<file path="config.mk">
export PLATFORM = sky130hd
export DESIGN_NAME = alu74181_nibble_seq
export DESIGN_NICKNAME = d
export VERILOG_FILES = /design/src/rtl/alu74181_seq_pkg.sv /design/src/rtl/alu74181_nibble_seq.sv
export SDC_FILE = /design/constraint.sdc
export NUM_CORES = 1
export LEC_CHECK = 0
export BUFFER_PORTS_ARGS = -buffer_cell sky130_fd_sc_hd__buf_2
export CAP_MARGIN = 5
export CORE_MARGIN = 2
export CORE_UTILIZATION = 41
export CTS_BUF_LIST = sky130_fd_sc_hd__clkbuf_4
export DETAILED_ROUTE_END_ITERATION = 6
export GPL_TIMING_DRIVEN = 0
export PLACE_DENSITY = 0.76
export REMOVE_ABC_BUFFERS = 1
export SLEW_MARGIN = 5
export SYNTH_ARGS = -nofsm -noshare
export SYNTH_HDL_FRONTEND = slang
export SYNTH_SLANG_ARGS = --single-unit
</file>
<file path="constraint.sdc">
create_clock -name wb_clk_i -period 2.53 [get_ports wb_clk_i]
set_input_delay 0.1265 -clock wb_clk_i [delete_from_list [all_inputs] [get_ports wb_clk_i]]
set_output_delay 0.1265 -clock wb_clk_i [all_outputs]
set_load 0.03 [all_outputs]
</file>
<file path="src/rtl/alu74181_seq_pkg.sv">
// Shared types and constants for the nibble-serial 74181 sequencer.
package alu74181_seq_pkg;

   typedef enum logic [1:0] {
      IDLE = 2'd0,
      RUN  = 2'd1,
      DONE = 2'd2
   } state_t;

   localparam int         NIBBLE_W    = 4;
   localparam logic [3:0] S_ADD       = 4'b1001;
   localparam logic [3:0] S_SUB       = 4'b0110;
   localparam logic [3:0] S_XOR       = 4'b0110;  // same code as S_SUB, selected with M=1
   localparam logic       ALU_M_LOGIC = 1'b1;

   // Two's-complement overflow for the full-width add/subtract codes; other ops report 0.
   function automatic logic ovf_calc(input logic [3:0] s, input logic m,
                                     input logic a_msb, input logic b_msb,
                                     input logic f_msb);
      logic v;
      v = 1'b0;
      if (m != ALU_M_LOGIC) begin
         if (s == S_ADD)
            v = (a_msb == b_msb) && (f_msb != a_msb);
         else if (s == S_SUB)
            v = (a_msb != b_msb) && (f_msb != a_msb);
      end
      return v;
   endfunction

endpackage

</file>
<file path="src/rtl/alu74181_nibble_seq.sv">
// Nibble-serial sequencer: runs a 4*NIBBLES-bit operation through one external
// 74181 slice, LSB nibble first, chaining CN4b back into CNb each cycle.
// Optional macro ALU74181_SEQ_OVF_EN adds the ovf_o signed-overflow output.
//
//   state | meaning
//   IDLE  | waiting for start_i
//   RUN   | nibble k on the slice, capture F/AEB/CN4b at the edge
//   DONE  | one-cycle result-valid, start_i may relaunch immediately
module alu74181_nibble_seq
   import alu74181_seq_pkg::*;
#(
   parameter int NIBBLES = 4
) (
   input  logic                      wb_clk_i,
   input  logic                      wb_rst_i,
   input  logic                      start_i,
   input  logic [4*NIBBLES-1:0]      a_i,
   input  logic [4*NIBBLES-1:0]      b_i,
   input  logic [3:0]                s_i,
   input  logic                      m_i,
   input  logic                      cnb_i,
   output logic [3:0]                alu_a_o,
   output logic [3:0]                alu_b_o,
   output logic [3:0]                alu_s_o,
   output logic                      alu_m_o,
   output logic                      alu_cnb_o,
   input  logic [3:0]                alu_f_i,
   input  logic                      alu_aeb_i,
   input  logic                      alu_cn4b_i,
   output logic                      busy_o,
   output logic                      done_o,
   output logic [4*NIBBLES-1:0]      f_o,
   output logic                      cn4b_o,
   output logic                      aeb_o
`ifdef ALU74181_SEQ_OVF_EN
   ,
   output logic                      ovf_o
`endif
);

   localparam int              W      = NIBBLE_W * NIBBLES;
   localparam int              KW     = (NIBBLES > 1) ? $clog2(NIBBLES) : 1;
   localparam logic [KW-1:0]   K_LAST = KW'(NIBBLES - 1);

   state_t          r_state;
   logic [KW-1:0]   r_k;
   logic [W-1:0]    r_a;
   logic [W-1:0]    r_b;
   logic [3:0]      r_s;
   logic            r_m;
   logic            r_carry;
   logic            r_aeb_acc;
   logic [W-1:0]    r_shadow;
   logic [W-1:0]    w_shadow_next;
   logic            w_last;

   // Slice inputs come straight from the latched operands; they hold their last value outside RUN.
   assign alu_a_o   = r_a[NIBBLE_W*r_k +: NIBBLE_W];
   assign alu_b_o   = r_b[NIBBLE_W*r_k +: NIBBLE_W];
   assign alu_s_o   = r_s;
   assign alu_m_o   = r_m;
   assign alu_cnb_o = r_carry;
   assign busy_o    = (r_state == RUN);
   assign done_o    = (r_state == DONE);
   assign w_last    = (r_k == K_LAST);

   // Result shadow with the current nibble's F merged in, so the last nibble lands in f_o on the same edge.
   always_comb begin
      w_shadow_next = r_shadow;
      w_shadow_next[NIBBLE_W*r_k +: NIBBLE_W] = alu_f_i;
   end

   // Sequencer FSM, operand latch, carry/AEB chaining and result publication.
   always_ff @(posedge wb_clk_i) begin
      if (wb_rst_i) begin
         r_state   <= IDLE;
         r_k       <= '0;
         r_a       <= '0;
         r_b       <= '0;
         r_s       <= '0;
         r_m       <= ALU_M_LOGIC;
         r_carry   <= 1'b1;
         r_aeb_acc <= 1'b0;
         r_shadow  <= '0;
         f_o       <= '0;
         cn4b_o    <= 1'b1;
         aeb_o     <= 1'b0;
`ifdef ALU74181_SEQ_OVF_EN
         ovf_o     <= 1'b0;
`endif
      end else begin
         case (r_state)
            IDLE, DONE: begin
               if (start_i) begin
                  r_a       <= a_i;
                  r_b       <= b_i;
                  r_s       <= s_i;
                  r_m       <= m_i;
                  r_carry   <= cnb_i;
                  r_aeb_acc <= 1'b1;
                  r_k       <= '0;
                  r_state   <= RUN;
               end else begin
                  r_state   <= IDLE;
               end
            end
            RUN: begin
               r_shadow  <= w_shadow_next;
               r_carry   <= alu_cn4b_i;
               r_aeb_acc <= r_aeb_acc & alu_aeb_i;
               if (w_last) begin
                  // k stays on the top nibble so the slice inputs hold their last value.
                  r_state <= DONE;
                  f_o     <= w_shadow_next;
                  cn4b_o  <= alu_cn4b_i;
                  aeb_o   <= r_aeb_acc & alu_aeb_i;
`ifdef ALU74181_SEQ_OVF_EN
                  ovf_o   <= ovf_calc(r_s, r_m, r_a[W-1], r_b[W-1], alu_f_i[NIBBLE_W-1]);
`endif
               end else begin
                  r_k <= r_k + 1'b1;
               end
            end
            default: r_state <= IDLE;
         endcase
      end
   end

endmodule

</file>
# After elaboration in Yosys (flattened, before gate mapping)
# Index checks and enable logic that the tools add are counted.
[word_totals]
ff_bits = 77
word_cells = 43
[classes]
add_sub_neg = 2
n_eq_ne = 6
n_shift = 4
mux = 11
n_bitwise = 1
reduce_logical = 7
[op_table]
columns = ["cell", "count"]
rows = [
  ["$neg A4 Y34", 1],
  ["$shift A4 B34 Y16 const A", 1],
  ["$shiftx A4 B34 Y16", 1],
  ["$shiftx A16 B5 Y4", 2],
  ["$bwmux W16", 1],
  ["$pmux W2 S2", 2],
  ["$mux W2", 3],
  ["$reduce_and A2 Y1", 3],
  ["$eq A2 B2 Y1 const B", 2],
  ["$ne A2 B2 Y1 const B", 2],
  ["$pmux W1 S2", 2],
  ["$mux W1", 3],
  ["$reduce_and A3 Y1", 1],
  ["$add A2 B1 Y2 const B", 1],
  ["$eq A2 B1 Y1 const B", 1],
  ["$logic_not A2 Y1", 1],
  ["$ne A2 B1 Y1 const B", 1],
  ["$reduce_bool A2 Y1", 1],
  ["$reduce_or A2 Y1", 1],
  ["$and A1 B1 Y1", 1],
]

# Logic depth before layout (Yosys ltp)
# Gate-level depths: netlist (run 1).
[depth]
depth_word = 4
depth_mapped = 7
mapped_depth_nobuf = 5

# Worst setup path before layout (run 1)
# No wires, ideal clock.
[synth_timing]
kind = "reg2reg"
start = "reg r_k[0]"
end = "reg f_o[0]"
setup_time_ns = 0.121
t_arrival_ns = 1.636
required_ns = 2.409
setup_slack_ns = 0.773
stages_incl_launch_ff = 8
path_buffers = 2
period_less_slack_ns = 1.757
cell_sequence = "dfxtp_1 > buf_6 > inv_1 > ha_1 > and4bb_1 > buf_6 > a221oi_2 > nor3_2"
[synth_via]
elab_chain_len = 3
[synth_rtl]
columns = ["item", "line", "text"]
rows = [
  ["start: declaration", "alu74181_nibble_seq.sv:46", "logic [KW-1:0] r_k;"],
  ["start signal: assignment", "alu74181_nibble_seq.sv:121", "r_k <= r_k + 1'b1;"],
  ["$neg A4 Y34", "alu74181_nibble_seq.sv:70", "w_shadow_next[NIBBLE_W*r_k +: NIBBLE_W] = alu_f_i;"],
  ["$shiftx A4 B34 Y16 / $shift A4 B34 Y16 (equally long branches)", "alu74181_nibble_seq.sv:70", ""],
  ["$bwmux W16", "alu74181_nibble_seq.sv:70", ""],
  ["end signal: assignment", "alu74181_nibble_seq.sv:114", "f_o <= w_shadow_next;"],
  ["end: declaration", "alu74181_nibble_seq.sv:32", "output logic [4*NIBBLES-1:0] f_o,"],
]
# Several ways; a longest one is shown, not always the timed one.
# A chain may end at the register's enable or synchronous reset.

# Worst setup path after layout (run 1)
[layout_timing]
start = "reg r_k[1]"
end = "reg f_o[1]"
# Same word-level chain as after synthesis.

==> results_dict.tcl, run 1 <==
set metrics [dict create \
    status "completed" \
    wire_per_inst_microns 14.02 \
    initialDrtViolationCount 90 \
    clock-root-buffer "clkbuf_4" \
    fin_crit_sh_pct 84.84 \
    placed_area_sq_um 3642 \
    r2r_cells 5 \
    drc_errors 0 \
    areaGrowthSynthToFinish_pct 25.28 \
    start_util_pct 41.77 \
    hpwl_microns 4851 \
    min_period_ps 2147 \
    p_seq_share_pct 49.3 \
    hp-class "input port to flip-flop" \
    grt_pass1_vias 2726 \
    finalNetCount 500 \
    cts-htree-levels 3 \
    r2r-end "f_o[1]" \
    vdd_drop_max_mv 0.3623 \
    grt_max_degree 74 \
    worst_slew_pin_slew_ps 872.2 \
    min_to "f_o[12]" \
    coreArea_sq_um 8093 \
    synth_edf_count 0 \
    drt-vias-per-instance 4.982 \
    io_pins 81 \
    syn_inst 345 \
    combPwrFrac_pct 14.3 \
    switching_share_pct 25.93 \
    p_leak_nw 1.780 \
    hold_path_startpoint "alu_f_i[0]" \
    cp-start-kind "flip-flop" \
    wl_microns 7822 \
    endpoint_kind "flip-flop" \
    skew_ps 17.30 \
    synth_seq_cells 73 \
    ys_seq_area_share_pct 43.23 \
    portBuffers 80 \
    layout.cells.non_filler 558 \
    synthTopCellsByArea "dfxtp_1 (43%), nand2_1 (8.4%), a21oi_1 (5.2%)" \
    clock_path_buffers 2 \
    path_max_fanout 12 \
    synth_ff_type "dfxtp_1" \
    whs_ps 61.21 \
    track_usage_pct 18.53 \
    cp.arrival_ps 2420 \
    vias 2780 \
    die-area_sq_um 8988 \
    yosysTopAreaCell "dfxtp_1" \
    async_reset_ff_share_pct 0 \
    maxSlewViolCount 0 \
    fillers 767 \
    syn_area_sq_um 3381 \
    synth.distinct_cells 41 \
    timing.fmax_ghz 0.4659 \
    critPathKind "flip-flop to flip-flop" \
    cts_tree "yes" \
    drive_above_1_share_pct 34.22 \
    power.density_nw_per_um2 592.2 \
    slew_headroom_pct 41.73 \
    clock_latency_ps 420 \
    place.gp.congestion 0.7841 \
    finalSetupViolCount 0 \
    cts.sinks 73 \
    placed_cells 501 \
    synth_most_common_cell "nand2_1" \
    grt_pass1_wl_microns 12890 \
    drv_cap 0 \
    final_cell_area_sq_um 4235 \
    min_delay_path_depth 3 \
    avgSynthCellArea_sq_um 9.799 \
    p_sw_uw 650.3 \
    antenna_left 0 \
    rrSetupSlack_ps 380 \
    crit_required_ps 2800 \
    die_h_microns 94.81 \
    drt_first_pass_iters 5 \
    rsz0062_at_grt "no" \
    synth.top_cell.area_share_pct 43.23 \
    n_antenna_cell 0 \
    antenna_found_initial 0 \
    rows 33 \
    clk_pin_slew_ps 110 \
    finalHoldViolations 0 \
    synth_commonest_cells "nand2_1 (76), dfxtp_1 (73), a21oi_1 (35)" \
    overflow 0 \
    synth_warnings 0 \
    pwr-share-clk_pct 36.4 \
    die_width_microns 94.81 \
    r2r_start "r_k[1]" \
    cts_buffers 9 \
    internal-power_mw 1.858 \
    fin_tns_setup_ps 0 \
    post_cts_buffers 0 \
]
==> cells in the final DEF, fill, tap and decap left out, types with 3 or more instances in the layout <==
cell type | synthesis | layout
nand2_2 | 10 | 10
nor3_2 | 9 | 9
buf_2 | 6 | 79
clkbuf_4 | 1 | 10
a221oi_2 | 11 | 11
nand2_1 | 76 | 76
a21oi_1 | 35 | 35
a22oi_1 | 4 | 4
dlygate4sd3_1 | 0 | 41
bufinv_16 | 0 | 3
nand3b_1 | 6 | 6
mux4_2 | 7 | 7
dfxtp_1 | 73 | 72
a21oi_2 | 11 | 11
nor2b_1 | 5 | 5
nand3_1 | 4 | 4
inv_1 | 5 | 5
a32oi_1 | 7 | 7
and4bb_2 | 3 | 3
nor2_1 | 23 | 23
ha_1 | 5 | 5
==> sequential cells by signal, summed over array words and instances, names as in the netlist <==
signal     flops
r_shadow      12
r_aeb_acc      1
alu_s_o        4
f_o           16
aeb_o          1
r_b           16
alu_m_o        1
r_state        2
r_k            2
r_a           16
cn4b_o         1
alu_cnb_o      1
==> cell families (layout without fill, tap and decap cells) <==
| logic type | Yosys count | in the layout | synth area share, % |
|---|---|---|---|
| compound gates | 74 | 74 | 17.06 |
| fa+ha+maj | 5 | 5 | 1.850 |
| buf+inv | 35 | 143 | 8.734 |
| flops | 73 | 73 | 43.23 |
| mux | 8 | 8 | 5.441 |
| simple gates | 150 | 150 | 23.69 |
==> critical path, stage by stage, from the launching register on <==
cell and delay (ps):
dfxtp_1 720, inv_1 180, ha_1 390, and4bb_1 340, a221oi_2 310, nor3_2 70
==> area by class of cell <==
type | instances | area (sq um) | share of cell area, %
multi-input cells | 237 | 1624 | 38.35
flip-flops and latches | 73 | 1463 | 34.53
repair buffers | 121 | 813.3 | 19.20
well taps | 105 | 131.4 | 3.102
clock inverters | 6 | 106.4 | 2.511
clock buffers | 10 | 75.07 | 1.773
inverters | 6 | 22.52 | 0.5318
==> metrics by stage <==
step	power, mW	worst slack [ps]	util, %
2_1_floorplan	1.446	568.2	-
3_3_place_gp	1.561	147.0	44.98
3_5_place_dp	1.570	98.93	45.01
4_1_cts	2.526	81.78	52.20
5_1_grt	2.634	193.1	52.33
6_report	2.508	383.5	52.33
==> worst max path at each step <==
stage,depth (start not counted),startpoint,slack [ps],to
CTS,5,r_k[0],80,f_o[3]
global placement,5,r_k[0],150,f_o[3]
floorplan,5,r_k[0],570,f_o[2]
finish,5,r_k[1],380,f_o[1]
detailed placement,5,r_k[0],100,f_o[3]
global route,5,r_k[1],190,f_o[3]
==> power groups by stage <==
stage               clock network, mW  logic (mW)  registers, mW
floorplan                           0       0.180           1.27
global placement                    0       0.302           1.26
detailed placement                  0       0.307           1.26
CTS                             0.934       0.355           1.24
global route                    0.996       0.392           1.25
finish                          0.912       0.359           1.24
==> routing by layer <==
layer | part of all wire [%] | GRT usage [%] | vias to the layer above
met2 | 49 | 31.09 | 92
met3 | 7.1 | 7.183 | 14
met1 | 42 | 22.02 | 1273
met4 | 1.9 | 5.314 | 0
li1 | - | - | 1401
met5 | 0 | 0 | -
==> timing repair <==
action                                 CTS  global route
hold buffers                            40             1
setup endpoints to repair                0            23
resized for setup                        0             1
endpoints found under the hold margin   40             1
Power figures use the tool's default switching activity.
==> run 2: changes to the inputs <==
==> constraint.sdc (replaced) <==
create_clock -name wb_clk_i -period 2.2 [get_ports wb_clk_i]
set_input_delay 0.11 -clock wb_clk_i [delete_from_list [all_inputs] [get_ports wb_clk_i]]
set_output_delay 0.11 -clock wb_clk_i [all_outputs]
set_load 0.03 [all_outputs]
==> run 2 against run 1 <==
Against the previous run:
- wire length grew 0.24%
- critical path depth shrank 1
- design area is essentially flat
- critical path type unchanged
- die area is the same
- sequential power grew 15%
- combinational power grew 15%
==> results_dict.tcl, run 2 (synthesis results as in run 1) <==
set metrics [dict create \
    track_usage_pct 18.53 \
    die_h_microns 94.81 \
    cp-start-kind "flip-flop" \
    pre_cts_ws_ps -231.1 \
    slew_headroom_pct 42.79 \
    portBuffers 80 \
    rsz0062_at_grt "no" \
    start_util_pct 41.77 \
    p_leak_nw 1.780 \
    hp-class "input port to flip-flop" \
    final_util_pct 52.38 \
    fillers 765 \
    antenna_found_initial 0 \
    min_delay_path_depth 3 \
    overflow 0 \
    worst_slew_pin_slew_ps 856.4 \
    antenna_left 0 \
    skew_ps 17.72 \
    clock-root-buffer "clkbuf_4" \
    cp_slowest_cell "and3b_1" \
    maxSlewViolCount 0 \
    cts_tree "yes" \
    path_max_fanout 14 \
    initialDrtViolationCount 81 \
    busiest_layer "met2" \
    vdd_drop_max_mv 0.4165 \
    finalNetCount 500 \
    hpwl_microns 4851 \
    min_to "f_o[12]" \
    hold_path_startpoint "alu_f_i[0]" \
    rows 33 \
    clock_latency_ps 420 \
    vias 2781 \
    crit_required_ps 2530 \
    cp-startpoint "r_k[1]" \
    wire_per_inst_microns 14.05 \
    timing.fmax_ghz 0.5220 \
    slowest_delay_ps 600 \
    cts-htree-levels 3 \
    n_antenna_cell 0 \
    grtUsageMet1_pct 22.07 \
    coreArea_sq_um 8093 \
    clock_path_buffers 2 \
    top_regs "f_o: 16 flops, r_a: 16 flops, r_b: 16 flops" \
    grt_pass1_wl_microns 12890 \
    final_cell_mix "buf_2 (79), nand2_1 (76), dfxtp_1 (71), dlygate4sd3_1 (41), a21oi_1 (35)" \
    areaGrowthSynthToFinish_pct 25.39 \
    place.gp.congestion 0.7841 \
    finalHoldViolations 0 \
    drive_above_1_share_pct 34.44 \
    grt_pass1_vias 2725 \
    r2r_cells 4 \
    die-area_sq_um 8988 \
    wl_microns 7841 \
    die_width_microns 94.81 \
    drc_errors 0 \
    r2r_start "r_k[1]" \
    drv_cap 0 \
    drt_first_pass_iters 4 \
    min_period_ps 1916 \
    drt-vias-per-instance 4.984 \
    critPathKind "flip-flop to flip-flop" \
    grt_max_degree 74 \
    cts_buffers 9 \
    status "completed" \
    r2r-end "f_o[9]" \
    io_pins 81 \
    setup_slack_ps 284.1 \
    use_met3_pct 7.183 \
    fin_crit_sh_pct 87.08 \
    cp.arrival_ps 2250 \
    use_met2_pct 31.03 \
    endpoint_kind "flip-flop" \
    rrSetupSlack_ps 280 \
    path_cells "ha_1 > and3b_1 > nor2_1 > a211oi_2" \
    clk_pin_slew_ps 110 \
    cts.sinks 73 \
    mostFrequentLayoutCell "buf_2" \
    finalSetupViolCount 0 \
    power.density_nw_per_um2 680.3 \
]
[run 2: cell counts in the layout (fill, tap and decap cells not counted)]
No cell type changed its count.
[run 2: per-layer routing]
metal / part of all wire [%] / up-vias
li1: - / 1399
met1: 42 / 1280
met2: 49 / 89
met3: 7.0 / 13
met4: 1.8 / 0
met5: 0 / -
[run 2: layout make-up]
cell class                      count  area [sq um]  area share [%]
Tap cell                          105         131.4           3.099
Sequential cell                    73          1466           34.59
Multi-Input combinational cell    237          1624           38.31
Timing Repair Buffer              121         813.3           19.19
Clock inverter                      6         106.4           2.509
Clock buffer                       10         75.07           1.771
Inverter                            6         22.52          0.5313
[run 2: per-stage QoR]
step / total power, mW / setup TNS, ps / cells / hold WS [ps] / area [sq um]
final: 2.884 / 0 / 558 / 46.46 / 4239
after global routing: 3.029 / 0 / 558 / 6.263 / 4239
after CTS: 2.905 / 0 / 557 / 0.01893 / 4225
after detailed placement: 1.806 / -3607 / 501 / 329.5 / 3642
after global placement: 1.795 / -2613 / 501 / 325.8 / 3640
after floorplan: 1.663 / 0 / 316 / 172.4 / 3108
[run 2: what timing repair did]
action	in CTS	in global routing
gates cloned	0	0
endpoints found under the setup margin	36	23
hold buffers	40	1
gates resized for setup	1	2
hold endpoints to repair	40	1
buffers inserted	0	0
pin swaps	0	0
[run 2: power by group]
group          switching [mW]  total (mW)  internal (mW)
Combinational           0.235       0.413          0.178
Sequential             0.0467        1.42           1.38
Clock                   0.466        1.05          0.583
Total                   0.748        2.88           2.14
[run 2: worst max-delay path by stage]
stage	endpoint	slack [ps]
final	f_o[9]	280
after global routing	aeb_o	130
after CTS	f_o[3]	20
after detailed placement	f_o[3]	-230
after global placement	f_o[3]	-180
after floorplan	f_o[2]	240
[run 2: critical path: cells and delay by family (launching register included)]
kind	cells	cell delay (ps)
fa+ha+maj	1	390
simple gates	2	710
flops	1	540
compound gates	1	200
